--- src/rtl/disp_scan_if.sv ---
// Bundle of the BCD inputs, display controls and decoder/anode outputs
// exchanged between the clock datapath and the display scan controller.
interface disp_scan_if;
    logic [7:0] hour;
    logic [7:0] min;
    logic [7:0] sec;
    logic [2:0] blink_sel;
    logic       lz_blank;
    logic [3:0] qh;
    logic [3:0] ql;
    logic [5:0] dig_n;
    logic [1:0] slot;

    // Timekeeping side: supplies digits and display controls.
    modport master (
        output hour, min, sec, blink_sel, lz_blank,
        input  qh, ql, dig_n, slot
    );

    // Scan controller side.
    modport slave (
        input  hour, min, sec, blink_sel, lz_blank,
        output qh, ql, dig_n, slot
    );
endinterface

--- src/rtl/disp_scan_ctrl.sv ---
// Time-multiplexed scan controller for a six-digit HH:MM:SS display.
// One pair of BCD decoders is shared between the hour, minute and second
// digit pairs. Every slot starts with a dark gap to avoid ghosting, the pair
// being set can blink, and a leading zero on the hour tens can be blanked.
module disp_scan_ctrl #(
    parameter int SCAN_DIV     = 50000,
    parameter int GAP          = 500,
    parameter int BLINK_FRAMES = 167
) (
    input  logic        clk,
    input  logic        rst,
    disp_scan_if.slave  bus
);
    localparam int CW = $clog2(SCAN_DIV);
    localparam int BW = (BLINK_FRAMES > 1) ? $clog2(BLINK_FRAMES) : 1;

    typedef enum logic {
        ST_BLANK,
        ST_SHOW
    } state_t;

    state_t        state;
    logic [CW-1:0] cnt;
    logic [1:0]    slot;
    logic [BW-1:0] bcnt;
    logic          bphase;
    logic [3:0]    qh;
    logic [3:0]    ql;
    logic          lat_lz;
    logic [2:0]    lat_blink;
    logic [5:0]    dig_n;

    logic [CW-1:0] cnt_next;
    logic          cnt_wrap;
    logic          latch_now;
    logic          show_next;
    logic [7:0]    sel_pair;
    logic [3:0]    qh_next;
    logic          lz_next;
    logic [2:0]    blink_next;
    logic          blink_bit;
    logic [5:0]    pair_en_n;

    assign cnt_wrap  = (cnt == CW'(SCAN_DIV - 1));
    assign cnt_next  = cnt_wrap ? '0 : cnt + 1'b1;
    assign latch_now = (cnt == '0);
    assign show_next = (cnt_next >= CW'(GAP));

    // Pick the BCD pair belonging to the slot that is about to be latched.
    always_comb begin
        // NOTE: every always_comb output gets a default first so no path can
        // leave it unassigned and infer a latch.
        sel_pair = bus.sec;
        case (slot)
            2'd0:    sel_pair = bus.hour;
            2'd1:    sel_pair = bus.min;
            default: sel_pair = bus.sec;
        endcase
    end

    // Latch contents as they will be once the current edge completes; with
    // GAP = 1 the latch edge and the BLANK->SHOW edge coincide.
    always_comb begin
        qh_next    = qh;
        lz_next    = lat_lz;
        blink_next = lat_blink;
        if (latch_now) begin
            qh_next    = sel_pair[7:4];
            lz_next    = bus.lz_blank;
            blink_next = bus.blink_sel;
        end
    end

    // Digit enables for the SHOW part of the current slot, with blink and
    // leading-zero suppression applied.
    always_comb begin
        blink_bit = blink_next[0];
        pair_en_n = 6'b111100;
        case (slot)
            2'd0: begin
                blink_bit = blink_next[2];
                pair_en_n = (lz_next && (qh_next == 4'd0)) ? 6'b101111 : 6'b001111;
            end
            2'd1: begin
                blink_bit = blink_next[1];
                pair_en_n = 6'b110011;
            end
            default: begin
                blink_bit = blink_next[0];
                pair_en_n = 6'b111100;
            end
        endcase
        if (blink_bit && bphase) begin
            pair_en_n = 6'b111111;
        end
    end

    // Slot counter, blink timebase, input latch and BLANK/SHOW FSM with
    // registered digit enables.
    always_ff @(posedge clk or posedge rst) begin
        if (rst) begin
            state     <= ST_BLANK;
            cnt       <= '0;
            slot      <= 2'd0;
            bcnt      <= '0;
            bphase    <= 1'b0;
            qh        <= 4'd0;
            ql        <= 4'd0;
            lat_lz    <= 1'b0;
            lat_blink <= 3'd0;
            dig_n     <= 6'b111111;
        end else begin
            // NOTE: sequential state uses non-blocking assignments so every
            // register samples the pre-edge values of the others.
            cnt <= cnt_next;

            if (cnt_wrap) begin
                if (slot == 2'd2) begin
                    slot <= 2'd0;
                    if (bcnt == BW'(BLINK_FRAMES - 1)) begin
                        bcnt   <= '0;
                        bphase <= ~bphase;
                    end else begin
                        bcnt <= bcnt + 1'b1;
                    end
                end else begin
                    slot <= slot + 2'd1;
                end
            end

            if (latch_now) begin
                qh        <= sel_pair[7:4];
                ql        <= sel_pair[3:0];
                lat_lz    <= bus.lz_blank;
                lat_blink <= bus.blink_sel;
            end

            case (state)
                ST_BLANK: begin
                    if (show_next) begin
                        state <= ST_SHOW;
                        dig_n <= pair_en_n;
                    end
                end
                ST_SHOW: begin
                    if (!show_next) begin
                        state <= ST_BLANK;
                        dig_n <= 6'b111111;
                    end
                end
            endcase
        end
    end

    assign bus.qh    = qh;
    assign bus.ql    = ql;
    assign bus.dig_n = dig_n;
    assign bus.slot  = slot;
endmodule

--- src/flat_wrapper.sv ---
// flat-port wrapper written by rule: the top's interface ports become plain ports
module disp_scan_ctrl_flat 
#(
    parameter int SCAN_DIV     = 50000,
    parameter int GAP          = 500,
    parameter int BLINK_FRAMES = 167
)
  (clk, rst, bus_hour, bus_min, bus_sec, bus_blink_sel, bus_lz_blank, bus_qh, bus_ql, bus_dig_n, bus_slot);
  disp_scan_if bus_i ();
  input  logic clk;
  input  logic rst;
  input wire logic [$bits(bus_i.hour)-1:0] bus_hour;
  input wire logic [$bits(bus_i.min)-1:0] bus_min;
  input wire logic [$bits(bus_i.sec)-1:0] bus_sec;
  input wire logic [$bits(bus_i.blink_sel)-1:0] bus_blink_sel;
  input wire logic [$bits(bus_i.lz_blank)-1:0] bus_lz_blank;
  output wire logic [$bits(bus_i.qh)-1:0] bus_qh;
  output wire logic [$bits(bus_i.ql)-1:0] bus_ql;
  output wire logic [$bits(bus_i.dig_n)-1:0] bus_dig_n;
  output wire logic [$bits(bus_i.slot)-1:0] bus_slot;
  assign bus_i.hour = bus_hour;
  assign bus_i.min = bus_min;
  assign bus_i.sec = bus_sec;
  assign bus_i.blink_sel = bus_blink_sel;
  assign bus_i.lz_blank = bus_lz_blank;
  assign bus_qh = bus_i.qh;
  assign bus_ql = bus_i.ql;
  assign bus_dig_n = bus_i.dig_n;
  assign bus_slot = bus_i.slot;
  disp_scan_ctrl #(.SCAN_DIV(SCAN_DIV), .GAP(GAP), .BLINK_FRAMES(BLINK_FRAMES)) u_core (.clk(clk), .rst(rst), .bus(bus_i));
endmodule
--- config.mk ---
export PLATFORM = sky130hd
export DESIGN_NAME = disp_scan_ctrl_flat
export DESIGN_NICKNAME = d
export VERILOG_FILES = /design/src/rtl/disp_scan_if.sv /design/src/rtl/disp_scan_ctrl.sv /design/src/flat_wrapper.sv
export SDC_FILE = /design/constraint.sdc
export NUM_CORES = 1
export LEC_CHECK = 0
export BUFFER_PORTS_ARGS = -buffer_cell sky130_fd_sc_hd__buf_2
export CORE_MARGIN = 8
export CORE_UTILIZATION = 35
export CTS_CLUSTER_SIZE = 25
export DETAILED_ROUTE_END_ITERATION = 10
export SETUP_SLACK_MARGIN = 0.02
export SYNTH_ARGS = -nofsm -noshare
export SYNTH_HDL_FRONTEND = slang
export SYNTH_SLANG_ARGS = --single-unit
--- constraint.sdc ---
create_clock -name clk -period 3.57 [get_ports clk]
set_clock_uncertainty 0.2 [all_clocks]
set_input_delay 0.1785 -clock clk [delete_from_list [all_inputs] [get_ports clk]]
set_output_delay 0.1785 -clock clk [all_outputs]
set_load 0.005 [all_outputs]
After elaboration in Yosys (flattened, before gate mapping) --
Index checks and enable logic that the tools add are counted.
Word-level totals: output and inout port bits 16, flip-flop bits (word level) 46
Cells by class: reductions and logical operators 8, multiplexer cells 15, add/sub/neg operators 3, bitwise logic cells 2, equality and inequality tests 6, magnitude comparators 1
Operator list (number):
- $mux W6 | 4
- $pmux W6 S2 | 2
- $add A16 B1 Y16 const B | 1
- $eq A16 B16 Y1 const B | 1
- $ge A16 B9 Y1 const B | 1
- $logic_not A16 Y1 | 1
- $mux W16 | 1
- $pmux W8 S2 | 1
- $add A8 B1 Y8 const B | 1
- $eq A8 B8 Y1 const B | 1
- $mux W8 | 1
- $logic_not A4 Y1 | 1
- $mux W4 | 1
- $reduce_and A2 Y1 | 2
- $mux W3 | 1
- $reduce_and A3 Y1 | 1
- $add A2 B1 Y2 const B | 1
- $eq A2 B1 Y1 const B | 1
- $eq A2 B2 Y1 const B | 1
- $logic_and A1 B1 Y1 | 2
- $logic_not A2 Y1 | 1
- $mux W1 | 2
- $mux W2 | 1
- $ne A2 B1 Y1 const B | 1
- other kinds (3) | 4

Logic depth before layout (Yosys ltp) --
Gate-level depths: netlist of the first run.
depth after elaboration 10, depth in mapped cells 10, gate-level depth less buffers 9

Least setup slack after synthesis of the first run --
Ideal clock, no wire load.
path type reg2reg, start point register u_core.cnt[0], end point register u_core.dig_n[3] (netlist: u_core.bus.dig_n[3]), period minus slack after synthesis 2540 ps, arrival time 2267 ps, required time 3297 ps, slack 1030 ps, library setup time 73 ps, stages on the path, launching flop included 9, path through dfrtp_1 ha_1 nand3_2 nor3_2 and4bb_2 o221ai_2 a2111oi_4 xor2_2 a21oi_1
Between the ends: word-level cells in the longest chain between the ends 7
RTL lines:
- start: declaration | line disp_scan_ctrl.sv:23 | logic [CW-1:0] cnt;
- start signal: assignment | line disp_scan_ctrl.sv:115 | cnt <= cnt_next;
- branches (longest 7 deep; another with $add A16 B1 Y16)
- end signal: assignment | line disp_scan_ctrl.sv:142 | dig_n <= pair_en_n;
- end: declaration | line disp_scan_ctrl.sv:31 | logic [5:0] dig_n;
Several ways; the timed one is not identified. The select of a mux whose other input is x is not followed. A chain may end at the register's enable or synchronous reset.

Final worst setup path of the first run --
start point register u_core.cnt[0], end point register u_core.dig_n[4] (netlist: u_core.bus.dig_n[4])
The elaborated chain is that of the path after synthesis.

==> results of run 1 <==
## worst max path at each step
stage	startpoint	to	slack (ps)	cells past startpoint
2_1_floorplan	u_core.cnt[0]$_DFF_PP0_	u_core.bus.dig_n[3]$_DFFE_PP1P_	1030	8
3_3_place_gp	u_core.cnt[4]$_DFF_PP0_	u_core.bus.dig_n[4]$_DFFE_PP1P_	660	7
3_5_place_dp	u_core.cnt[0]$_DFF_PP0_	u_core.bus.dig_n[3]$_DFFE_PP1P_	630	8
4_1_cts	u_core.cnt[0]$_DFF_PP0_	u_core.bus.dig_n[4]$_DFFE_PP1P_	610	8
5_1_grt	u_core.cnt[0]$_DFF_PP0_	u_core.bus.dig_n[4]$_DFFE_PP1P_	400	8
6_report	u_core.cnt[0]$_DFF_PP0_	u_core.bus.dig_n[4]$_DFFE_PP1P_	600	8
## sequential cells by signal, indices dropped and copies added, names as in the netlist
name,count
u_core.bus.dig_n,4
u_core.bus.qh,4
u_core.bcnt,8
u_core.state,1
u_core.bus.slot,2
u_core.bphase,1
u_core.bus.ql,4
u_core.lat_lz,1
u_core.cnt,16
u_core.lat_blink,3
## through the flow
stage	hold slack, ps	power (mW)	worst slack (ps)
floorplan	142	0.537	1030
global placement	150	0.563	664
detailed placement	157	0.564	628
CTS	6.03	0.923	608
global route	14.7	0.949	397
finish	-4.95	0.913	605
## Yosys cell counts (2+ instances only)
cell and number:
sky130_fd_sc_hd__dfrtp_1 40, sky130_fd_sc_hd__nor2_1 29, sky130_fd_sc_hd__nand2_1 18, sky130_fd_sc_hd__xnor2_1 15
sky130_fd_sc_hd__a21oi_1 13, sky130_fd_sc_hd__inv_1 11, sky130_fd_sc_hd__mux2i_1 10, sky130_fd_sc_hd__o21ai_0 10
sky130_fd_sc_hd__nand4_1 8, sky130_fd_sc_hd__xor2_1 8, sky130_fd_sc_hd__clkbuf_1 7, sky130_fd_sc_hd__nand3_1 6
sky130_fd_sc_hd__mux2_2 5, sky130_fd_sc_hd__nor3_1 5, sky130_fd_sc_hd__dfstp_2 4, sky130_fd_sc_hd__ha_1 4
sky130_fd_sc_hd__nor4_1 4, sky130_fd_sc_hd__and3_1 3, sky130_fd_sc_hd__buf_4 3, sky130_fd_sc_hd__or3_1 3
sky130_fd_sc_hd__nor2b_1 2, sky130_fd_sc_hd__nor3_2 2, sky130_fd_sc_hd__nor4_4 2
## power breakdown
part	internal [mW]	switching (mW)
Combinational	0.0281	0.0252
Clock	0.177	0.175
Sequential	0.505	0.00266
Total	0.710	0.203
## cell families after synthesis
logic type,after synthesis
and+or+nand+nor,95
muxes,15
DFF,44
adders and majority gates,4
AOI/OAI and AO/OA,31
xor gates and xnor gates,24
buffers and inverters,25
## tightest hold or removal path, cell delays in order
cell and delay (ps):
sky130_fd_sc_hd__buf_2 70, sky130_fd_sc_hd__a21oi_1 70, sky130_fd_sc_hd__o21ai_0 140
## timing repair
item                       4_1_cts  5_1_grt
hold endpoints to repair        48        0
hold buffers                     9        0
setup endpoints to repair        0        0
gates resized for setup          0        0
## layout make-up
cell class / count / area (sq um) / share of cell area
Sequential cell: 44 / 1110 / 0.388
Tap cell: 80 / 100 / 0.0351
Timing Repair Buffer: 57 / 338 / 0.118
Multi-Input combinational cell: 169 / 1160 / 0.408
Inverter: 12 / 45.0 / 0.0158
Clock buffer: 8 / 100 / 0.0351
## per-layer routing
| layer | up-vias | track usage |
|---|---|---|
| li1 | 922 | - |
| met5 | - | 0 |
| met1 | 876 | 0.139 |
| met2 | 36 | 0.191 |
| met3 | 4 | 0.0402 |
| met4 | 0 | 0.0366 |
==> impl_summary.md, run 1 <==
Status
The run finished, with violations left. The checks that failed: negative hold slack.

Timing
Headroom to the max-slew limit came out at 0.542. The number of pins exceeding their max-slew limit in the final report is 0. The highest clock rate is 337 MHz.

In the final timing run, aggregate negative setup slack is 0 ps. The worst hold-check slack is -4.95 ps. At the pin with the least slew margin, the transition time is 688 ps.

For the finished layout, the period the worst path requires is 2970 ps. The share of the cycle needed by the critical path after routing is 0.831. The final number of hold-violating endpoints is 1.

Setup violations remaining at the end of the flow were counted as 0. Setup repair after global routing left no endpoint under its margin.

Yosys
After synthesis, the cell types taking the most area are sky130_fd_sc_hd__dfrtp_1 42%, sky130_fd_sc_hd__xnor2_1 5.5%, sky130_fd_sc_hd__nor2_1 4.6%. The synthesized-area fraction occupied by ao, oa, aoi and oai cells is 0.0877. The XOR/XNOR share of the synthesized area is 0.0913. The share of flip-flops with an asynchronous set or reset after synthesis is 1.00. The fraction of the mapped netlist area in simple logic gates is 0.223.

The net count after synthesis is 272. After synthesis, the share of cell area in mux cells is 0.0656. Of the total synthesized cell area, the portion taken by full adders, half adders and majority gates is 0.0210. The most common flop cell mapped by yosys is sky130_fd_sc_hd__dfrtp_1. The combinational family with the most area after synthesis is simple AND/OR/NAND/NOR gates.

In this run, synthesis produced a sequential element count of 44. The mean instance size in the synthesized netlist is 10.0 sq um. Synthesis produced a netlist whose cell count is 238. The synthesized netlist contains 49 unique library cells. The proportion of netlist area held by the largest area contributor is 0.420. The total of warnings raised by yosys is 0. The cell accounting for the most synthesized area is sky130_fd_sc_hd__dfrtp_1.

In this run the cell area of the synthesized design comes to 0.00238 sq mm. The sequential cell area fraction in the yosys report is 0.464. In this run, synthesis inferred 0 flip-flops with an integrated enable.

Die
From left edge to right edge, the die measures 98.5 um. The area of the die is 0.00971 sq mm. The initialized floorplan defines 30 standard-cell rows. The chip height is 98.5 um. The area inside the core boundary is 0.00668 sq mm. During I/O placement, the number of pins put on the boundary was 46. The starting utilization of the core area is 0.357.

Placed design
The placed instances occupy a cell area of 0.00266 sq mm. Detailed placement ended at an HPWL of 3.89 mm. Port buffering added 45 buffers.

The congestion estimate from routability-driven global placement came to 0.835. Including well taps, the total number of placed cells is 353.

Run
The number of violations of the max-capacitance limit is 0.

Layout
In the final layout, the share of cells above drive strength 1 is 0.262. The relative area change from synthesis to final layout is 19.7%. The post-route core utilization is 0.427.

The final-stage net count is 323. Once layout is done, the placed cells without fillers occupy 0.00285 sq mm. The top cell types in the final layout, fill and taps aside, are 45 x sky130_fd_sc_hd__buf_2, 40 x sky130_fd_sc_hd__dfrtp_1, 29 x sky130_fd_sc_hd__nor2_1. Leaving out fill and tap cells, the most frequent cell in the layout is sky130_fd_sc_hd__buf_2. The number of inserted filler cells in the final layout is 671. The final antenna diode count is 0.

The count of non-filler cells in the finished layout is 370.

Min path
The destination of the worst hold path is u_core.bus.qh[0]$_DFF_PP0_. The cell depth of the worst hold path is 3. The critical hold path startpoint is bus_sec[4]. The classification of the worst-slack hold path is in -> reg.

Detailed routing
The routed layout has 1,838 vias. In the detailed route, the total length drawn on met3 is 274 um. The highest layer touched by signal routing is met4.

After the first detailed-routing iteration, the DRC count stood at 81. The detailed-route DRC error count is 0. The per-cell via count in the routed design is 4.97. In the final routing, the length of wire on met1 measures 2.46 mm. The total length of routed wires is 5.37 mm. Summed over all nets, wire length on met2 after detailed routing comes to 2.59 mm. The first TritonRoute pass finished after 4 iterations. The wire length per cell after detailed routing is 14.5 um.

The remaining number of nets flagged by the antenna check after routing is 0.

Worst setup path
The slowest stage of the critical path is the sky130_fd_sc_hd__a2111oi_4 cell. By startpoint and endpoint, the worst setup path is classified as reg -> reg. Setup slack on the worst reg-to-reg path comes out at 600 ps. Traced cell by cell, the critical path runs through ha_1 -> nand3_2 -> nor3_2 -> and4bb_2 -> o221ai_2 -> a2111oi_4 -> xor2_2 -> a21oi_1. Data arrives at the worst endpoint at 2990 ps. STA classifies the critical path startpoint as a flop.

The number of cells on the worst reg-to-reg path is 8. The count of buffering cells on the critical path with inverters included is 0. The largest fanout on the critical path is 7.

The largest delay contributor family on the critical path is compound AO/OA/AOI/OAI gates. The critical register-to-register path startpoint is u_core.cnt[0]$_DFF_PP0_. The longest individual stage delay on the worst path is 660 ps. In this run the critical register-to-register path is captured at u_core.bus.dig_n[4]$_DFFE_PP1P_. At the worst endpoint, the required time is 3600 ps. The category of the worst setup path capture point is a flop.

Global routing
The first global-routing pass estimated 9.23 mm of wire. The pin count of the biggest net entering global routing is 45. The initial antenna violation count is 0.

The global router's overall resource usage is 0.116. The via count of the first global-routing pass is 1,952. The total overflow left after global routing is 0.

Power
The worst-case IR drop observed on VDD is 166 uV. The power per cell area is 320 mW/mm^2. The analysis attributes to cell leakage a power of 1.30 nW.

CTS
The TritonCTS sink count is 44. For the worst-skew pair, the clock arrives at the later sink with an insertion delay of 300 ps. Once the clock tree was built, the setup fixing pass inserted 0 buffers. After clock tree synthesis, the clock-pin slew on the worst setup and hold paths is 90 ps. The maximum clock insertion buffer count is 2. The CTS tree is yes. Counting the buffers created by CTS gives 5. The CTS root buffer is sky130_fd_sc_hd__clkbuf_8. The H-tree was split into 2 levels.
Note: power is estimated with default switching activity, not from simulation.
==> run 2: changes to the inputs <==
--- a/config.mk
+++ b/config.mk
@@ -5,6 +5,7 @@
 export SDC_FILE = /design/constraint.sdc
 export NUM_CORES = 1
 export LEC_CHECK = 0
+export ABC_AREA = 1
 export BUFFER_PORTS_ARGS = -buffer_cell sky130_fd_sc_hd__buf_2
 export CORE_MARGIN = 8
 export CORE_UTILIZATION = 35
==> constraint.sdc (replaced) <==
create_clock -name clk -period 2.5 [get_ports clk]
set_clock_uncertainty 0.2 [all_clocks]
set_input_delay 0.125 -clock clk [delete_from_list [all_inputs] [get_ports clk]]
set_output_delay 0.125 -clock clk [all_outputs]
set_load 0.005 [all_outputs]
==> run 2 against run 1 <==
Net effect:
- the run now ends clean
- global-route usage rose by 2.1 points
- non-clock buffer count grew 6
- routed wire length up 27%
- worst hold slack better by 27 ps
- count of clock-buffer cells in the layout decreased by 2
- design area rose by 14%
- setup slack got worse by 400 ps
- via count up 33%
- combinational power increased by 53%
- critical path type unchanged
- largest cell class unchanged
- highest routed layer unchanged
==> impl_summary.md, run 2 <==
Detailed routing
The detailed-route DRC error count is 0 (unchanged). The wire length per cell after detailed routing is 13.1 um (was 14.5 um). The total vias in the final route is 2,448 (was 1,838).

The per-cell via count in the routed design is 4.71 (was 4.97). The number of iterations in the first detailed-routing pass is 4 (unchanged). The met3 wirelength from detailed routing is 440 um (was 274 um).

The total length of routed wires was 6.80 mm (was 5.37 mm). The top layer used by detailed routing is met4 (unchanged). The remaining number of nets flagged by the antenna check after routing came to 0 (unchanged). The DRC violation total after the first TritonRoute iteration came to 111 (was 81). The met1 wire length is 3.04 mm (was 2.46 mm). The sum of met2 wire segment lengths after detailed routing is 3.19 mm (was 2.59 mm).

Layout
The number of inserted filler cells in the final layout is 737 (was 671). The final antenna diode count is 0 (unchanged). The count of non-filler cells in the finished layout is 520 (was 370). The relative area change from synthesis to final layout was 23.7% (was 19.7%). The final-stage net count is 454 (was 323). The ratio of cells with drive above 1 in the final layout is 0.230 (was 0.262). The footprint of the multi-input gates came to 0.00130 sq mm (was 0.00116 sq mm). The register area is 0.00111 sq mm (about the same). The register with the highest flop count is u_core.cnt (unchanged). Registers with the highest flip-flop counts: u_core.cnt (16), u_core.bcnt (8) (unchanged).

The number of flip-flops under the largest register name is 16 (unchanged). Commonest cells after routing, fill and taps aside: 90 x sky130_fd_sc_hd__nand2_1, 47 x sky130_fd_sc_hd__inv_1, 45 x sky130_fd_sc_hd__buf_2 (was 45 x sky130_fd_sc_hd__buf_2, 40 x sky130_fd_sc_hd__dfrtp_1, 29 x sky130_fd_sc_hd__nor2_1). The most common library cell in the layout ignoring fill and taps is sky130_fd_sc_hd__nand2_1 (was sky130_fd_sc_hd__buf_2).

Worst setup path
The critical path class is reg -> reg (unchanged). The count of buffering cells on the critical path with inverters included is 2 (was 0). The category of the worst setup path launch point is a flop (unchanged).

The arrival time of data at the critical path endpoint was 2330 ps (was 2990 ps). The largest delay contributor family on the critical path is simple AND/OR/NAND/NOR gates (was compound AO/OA/AOI/OAI gates). The most repeated library cell on the critical path is sky130_fd_sc_hd__nand2_1.

The category of the worst setup path capture point is a flop (unchanged). The longest individual stage delay on the worst path is 560 ps (was 660 ps). The slowest stage cell on the critical path is sky130_fd_sc_hd__dlygate4sd3_1 (was sky130_fd_sc_hd__a2111oi_4). Sequence of cells on the critical path: nor2_2 -> buf_4 -> nand2_1 -> nand3_1 -> dlygate4sd3_1 -> nand2_1 -> nand2_1 -> nor2_1 -> nand3_1 -> nand3_1 -> nand2_1 -> nand2_1 (was ha_1 -> nand3_2 -> nor3_2 -> and4bb_2 -> o221ai_2 -> a2111oi_4 -> xor2_2 -> a21oi_1). The largest fanout on the critical path is 7 (unchanged).

The required time of the critical path came to 2540 ps (was 3600 ps).

Yosys
The total of warnings raised by yosys is 0 (unchanged). The mean instance size in the synthesized netlist is 7.41 sq um (was 10.0 sq um). Commonest cells in the netlist: 90 x sky130_fd_sc_hd__nand2_1, 48 x sky130_fd_sc_hd__inv_1, 45 x sky130_fd_sc_hd__nor2_1 (was 40 x sky130_fd_sc_hd__dfrtp_1, 29 x sky130_fd_sc_hd__nor2_1, 18 x sky130_fd_sc_hd__nand2_1). The most common flop cell mapped by yosys is sky130_fd_sc_hd__dfrtp_1 (unchanged).

The count of state elements after synthesis is 44 (unchanged). The count of mapped cells out of synthesis is 354 (was 238). The count of flip-flops with a built-in enable after synthesis was 0 (unchanged).

The sequential cell area fraction in the yosys report is 0.422 (was 0.464). The count of unique library cells instantiated by Yosys is 34 (was 49). The netlist area before placement is 0.00262 sq mm (was 0.00238 sq mm). The net count after synthesis is 388 (was 272). The cell accounting for the most synthesized area is sky130_fd_sc_hd__dfrtp_1 (unchanged).

Top cells by area, synth: sky130_fd_sc_hd__dfrtp_1 38%, sky130_fd_sc_hd__nand2_1 13%, sky130_fd_sc_hd__nand3_1 6.9% (was sky130_fd_sc_hd__dfrtp_1 42%, sky130_fd_sc_hd__xnor2_1 5.5%, sky130_fd_sc_hd__nor2_1 4.6%). The share of flip-flops with an asynchronous set or reset after synthesis is 1.00 (unchanged). The most common cell in the netlist is sky130_fd_sc_hd__nand2_1 (was sky130_fd_sc_hd__dfrtp_1).

The proportion of netlist area held by the largest area contributor came to 0.381 (was 0.420).

Status
Status: finished, final reports clean (was finished with violations).

Timing
The normalized max-slew margin is 0.382 (was 0.542). The slew at the pin with the worst max-slew slack is 926 ps (was 688 ps). The highest clock rate came to 436 MHz (was 337 MHz). The final number of hold-violating endpoints is 0 (was 1). The share of the cycle needed by the critical path after routing came to 0.917 (was 0.831).

Setup repair after global routing missed its margin: false (unchanged). The post-layout minimum cycle time is 2290 ps (was 2970 ps). The total negative slack for setup checks is 0 ps (unchanged). The number of pins exceeding their max-slew limit in the final report is 0 (unchanged). The final-report setup violation count is 0 (unchanged).

The least setup slack across all paths after layout is 207 ps (was 605 ps).

Min path
The classification of the worst-slack hold path was in -> reg (unchanged).

Global routing
The overall overflow remaining after global route is 0 (unchanged). The wire length of the first global-routing pass came to 11.6 mm (was 9.23 mm). The initial antenna violation count came to 0 (unchanged). The pin count of the biggest net entering global routing is 45 (unchanged). The via count of the first global-routing pass was 2,487 (was 1,952).

The global router's overall resource usage is 0.137 (was 0.116).

CTS
The clock slew at the register clock pins of the worst setup and hold paths is 90 ps (about the same). The clock latency reported for the late side of the worst-skew pair is 300 ps (about the same). The maximum clock insertion buffer count came to 2 (unchanged). The CTS root buffer is sky130_fd_sc_hd__clkbuf_8 (unchanged). The number of buffers added by the clock tree synthesis step is 5 (unchanged). The TritonCTS sink count is 44 (unchanged). The CTS tree is yes (unchanged). The number of H-tree levels is 2 (unchanged).

Power
The power per cell area came to 430 mW/mm^2 (was 320 mW/mm^2). The worst ir drop on vdd is 226 uV (was 166 uV). The leakage power is 1.65 nW (was 1.30 nW).

Die
The chip height was 103 um (was 98.5 um). The area of the die was 0.0105 sq mm (was 0.00971 sq mm). The horizontal die dimension is 103 um (was 98.5 um).

The area inside the core boundary came to 0.00725 sq mm (was 0.00668 sq mm). The starting utilization of the core area is 0.362 (was 0.357). The number of rows in the core area was 31 (was 30). The count of pins on the block boundary was 46 (unchanged).

Run
The number of violations of the max-capacitance limit was 0 (unchanged).

Placed design
The routability congestion estimate from global placement is 0.918 (was 0.835). The count of buffers inserted at the top-level ports is 45 (unchanged). The minimum setup slack after placement is 325 ps (was 628 ps). The cell count after placement is 498 (was 353). The total half-perimeter wirelength after legalization and detailed placement is 5.18 mm (was 3.89 mm).
## run 2: changes by cell type in the layout (fill, tap and decap cells not counted), moves of 10 or more
cell,before,now
sky130_fd_sc_hd__nand3_1,6,36
sky130_fd_sc_hd__inv_1,10,47
sky130_fd_sc_hd__nand2_1,18,90
sky130_fd_sc_hd__nor2_1,29,43
sky130_fd_sc_hd__xnor2_1,15,2
sky130_fd_sc_hd__mux2i_1,10,0
## run 2: cell families after synthesis
| logic type | after synthesis | share of synthesized area |
|---|---|---|
| DFF | 44 | 0.422 |
| adders and majority gates | 4 | 0.0191 |
| xor gates and xnor gates | 2 | 0.00668 |
| and+or+nand+nor | 220 | 0.405 |
| AOI/OAI and AO/OA | 28 | 0.0644 |
| buffers and inverters | 56 | 0.0834 |
## run 2: routing by layer
metal  up-vias  GRT usage
met3        13     0.0230
met4         0     0.0643
met5         -          0
met1      1105      0.168
li1       1254          -
met2        76      0.229
## run 2: repair_timing
item | in CTS | in global routing
buffers inserted | 0 | 1
hold buffers | 13 | 0
resized for setup | 0 | 3
setup endpoints to repair | 0 | 1
endpoints found under the hold margin | 50 | 0
## run 2: through the flow
stage | hold slack (ps) | util | instance area, sq um | total power, mW
CTS | 14.6 | 0.445 | 3230 | 1.41
floorplan | 98.9 | - | 2620 | 0.768
finish | 21.7 | 0.447 | 3240 | 1.40
global placement | 193 | 0.411 | 2980 | 0.806
global route | 37.8 | 0.447 | 3240 | 1.46
detailed placement | 199 | 0.411 | 2980 | 0.806
## run 2: path summary, 6_finish.rpt
kind / to / depth (start not counted) / startpoint / slack [ps]
max: u_core.bus.dig_n[5]$_DFFE_PP1P_ / 12 / u_core.bus.slot[1]$_DFFE_PP0N_ / 210
min: u_core.bus.ql[3]$_DFFE_PP0P_ / 4 / bus_min[3] / 20
max reg2reg: u_core.bus.dig_n[5]$_DFFE_PP1P_ / 12 / u_core.bus.slot[1]$_DFFE_PP0N_ / 210
min reg2reg: u_core.bus.dig_n[4]$_DFFE_PP1P_ / 2 / u_core.bus.dig_n[4]$_DFFE_PP1P_ / 290
max in group asynchronous: u_core.bus.slot[0]$_DFFE_PP0N_ / 3 / rst / 1090
min in group asynchronous: u_core.cnt[12]$_DFF_PP0_ / 3 / rst / 370
## run 2: layout make-up
type	instances	share of cell area
clock inverters	2	0.0120
flip-flops and latches	44	0.341
clock buffers	6	0.0255
inverters	52	0.0602
repair buffers	63	0.121
well taps	99	0.0382
multi-input cells	254	0.402
## run 2: power breakdown
part | total, mW | leakage (nW) | switching (mW) | internal [mW]
logic | 0.0814 | 1.03 | 0.0380 | 0.0434
clock network | 0.590 | 0.0614 | 0.262 | 0.327
registers | 0.725 | 0.557 | 0.00424 | 0.721
total | 1.40 | 1.65 | 0.305 | 1.09
## run 2: worst reg2reg max path, cell delays in order (launching register included)
cell                            delay [ps]
sky130_fd_sc_hd__dfrtp_1               470
sky130_fd_sc_hd__nor2_2                230
sky130_fd_sc_hd__buf_4                 190
sky130_fd_sc_hd__nand2_1                60
sky130_fd_sc_hd__nand3_1                80
sky130_fd_sc_hd__dlygate4sd3_1         560
sky130_fd_sc_hd__nand2_1                50
sky130_fd_sc_hd__nand2_1                70
sky130_fd_sc_hd__nor2_1                 50
sky130_fd_sc_hd__nand3_1                90
sky130_fd_sc_hd__nand3_1                70
sky130_fd_sc_hd__nand2_1                70
sky130_fd_sc_hd__nand2_1                40
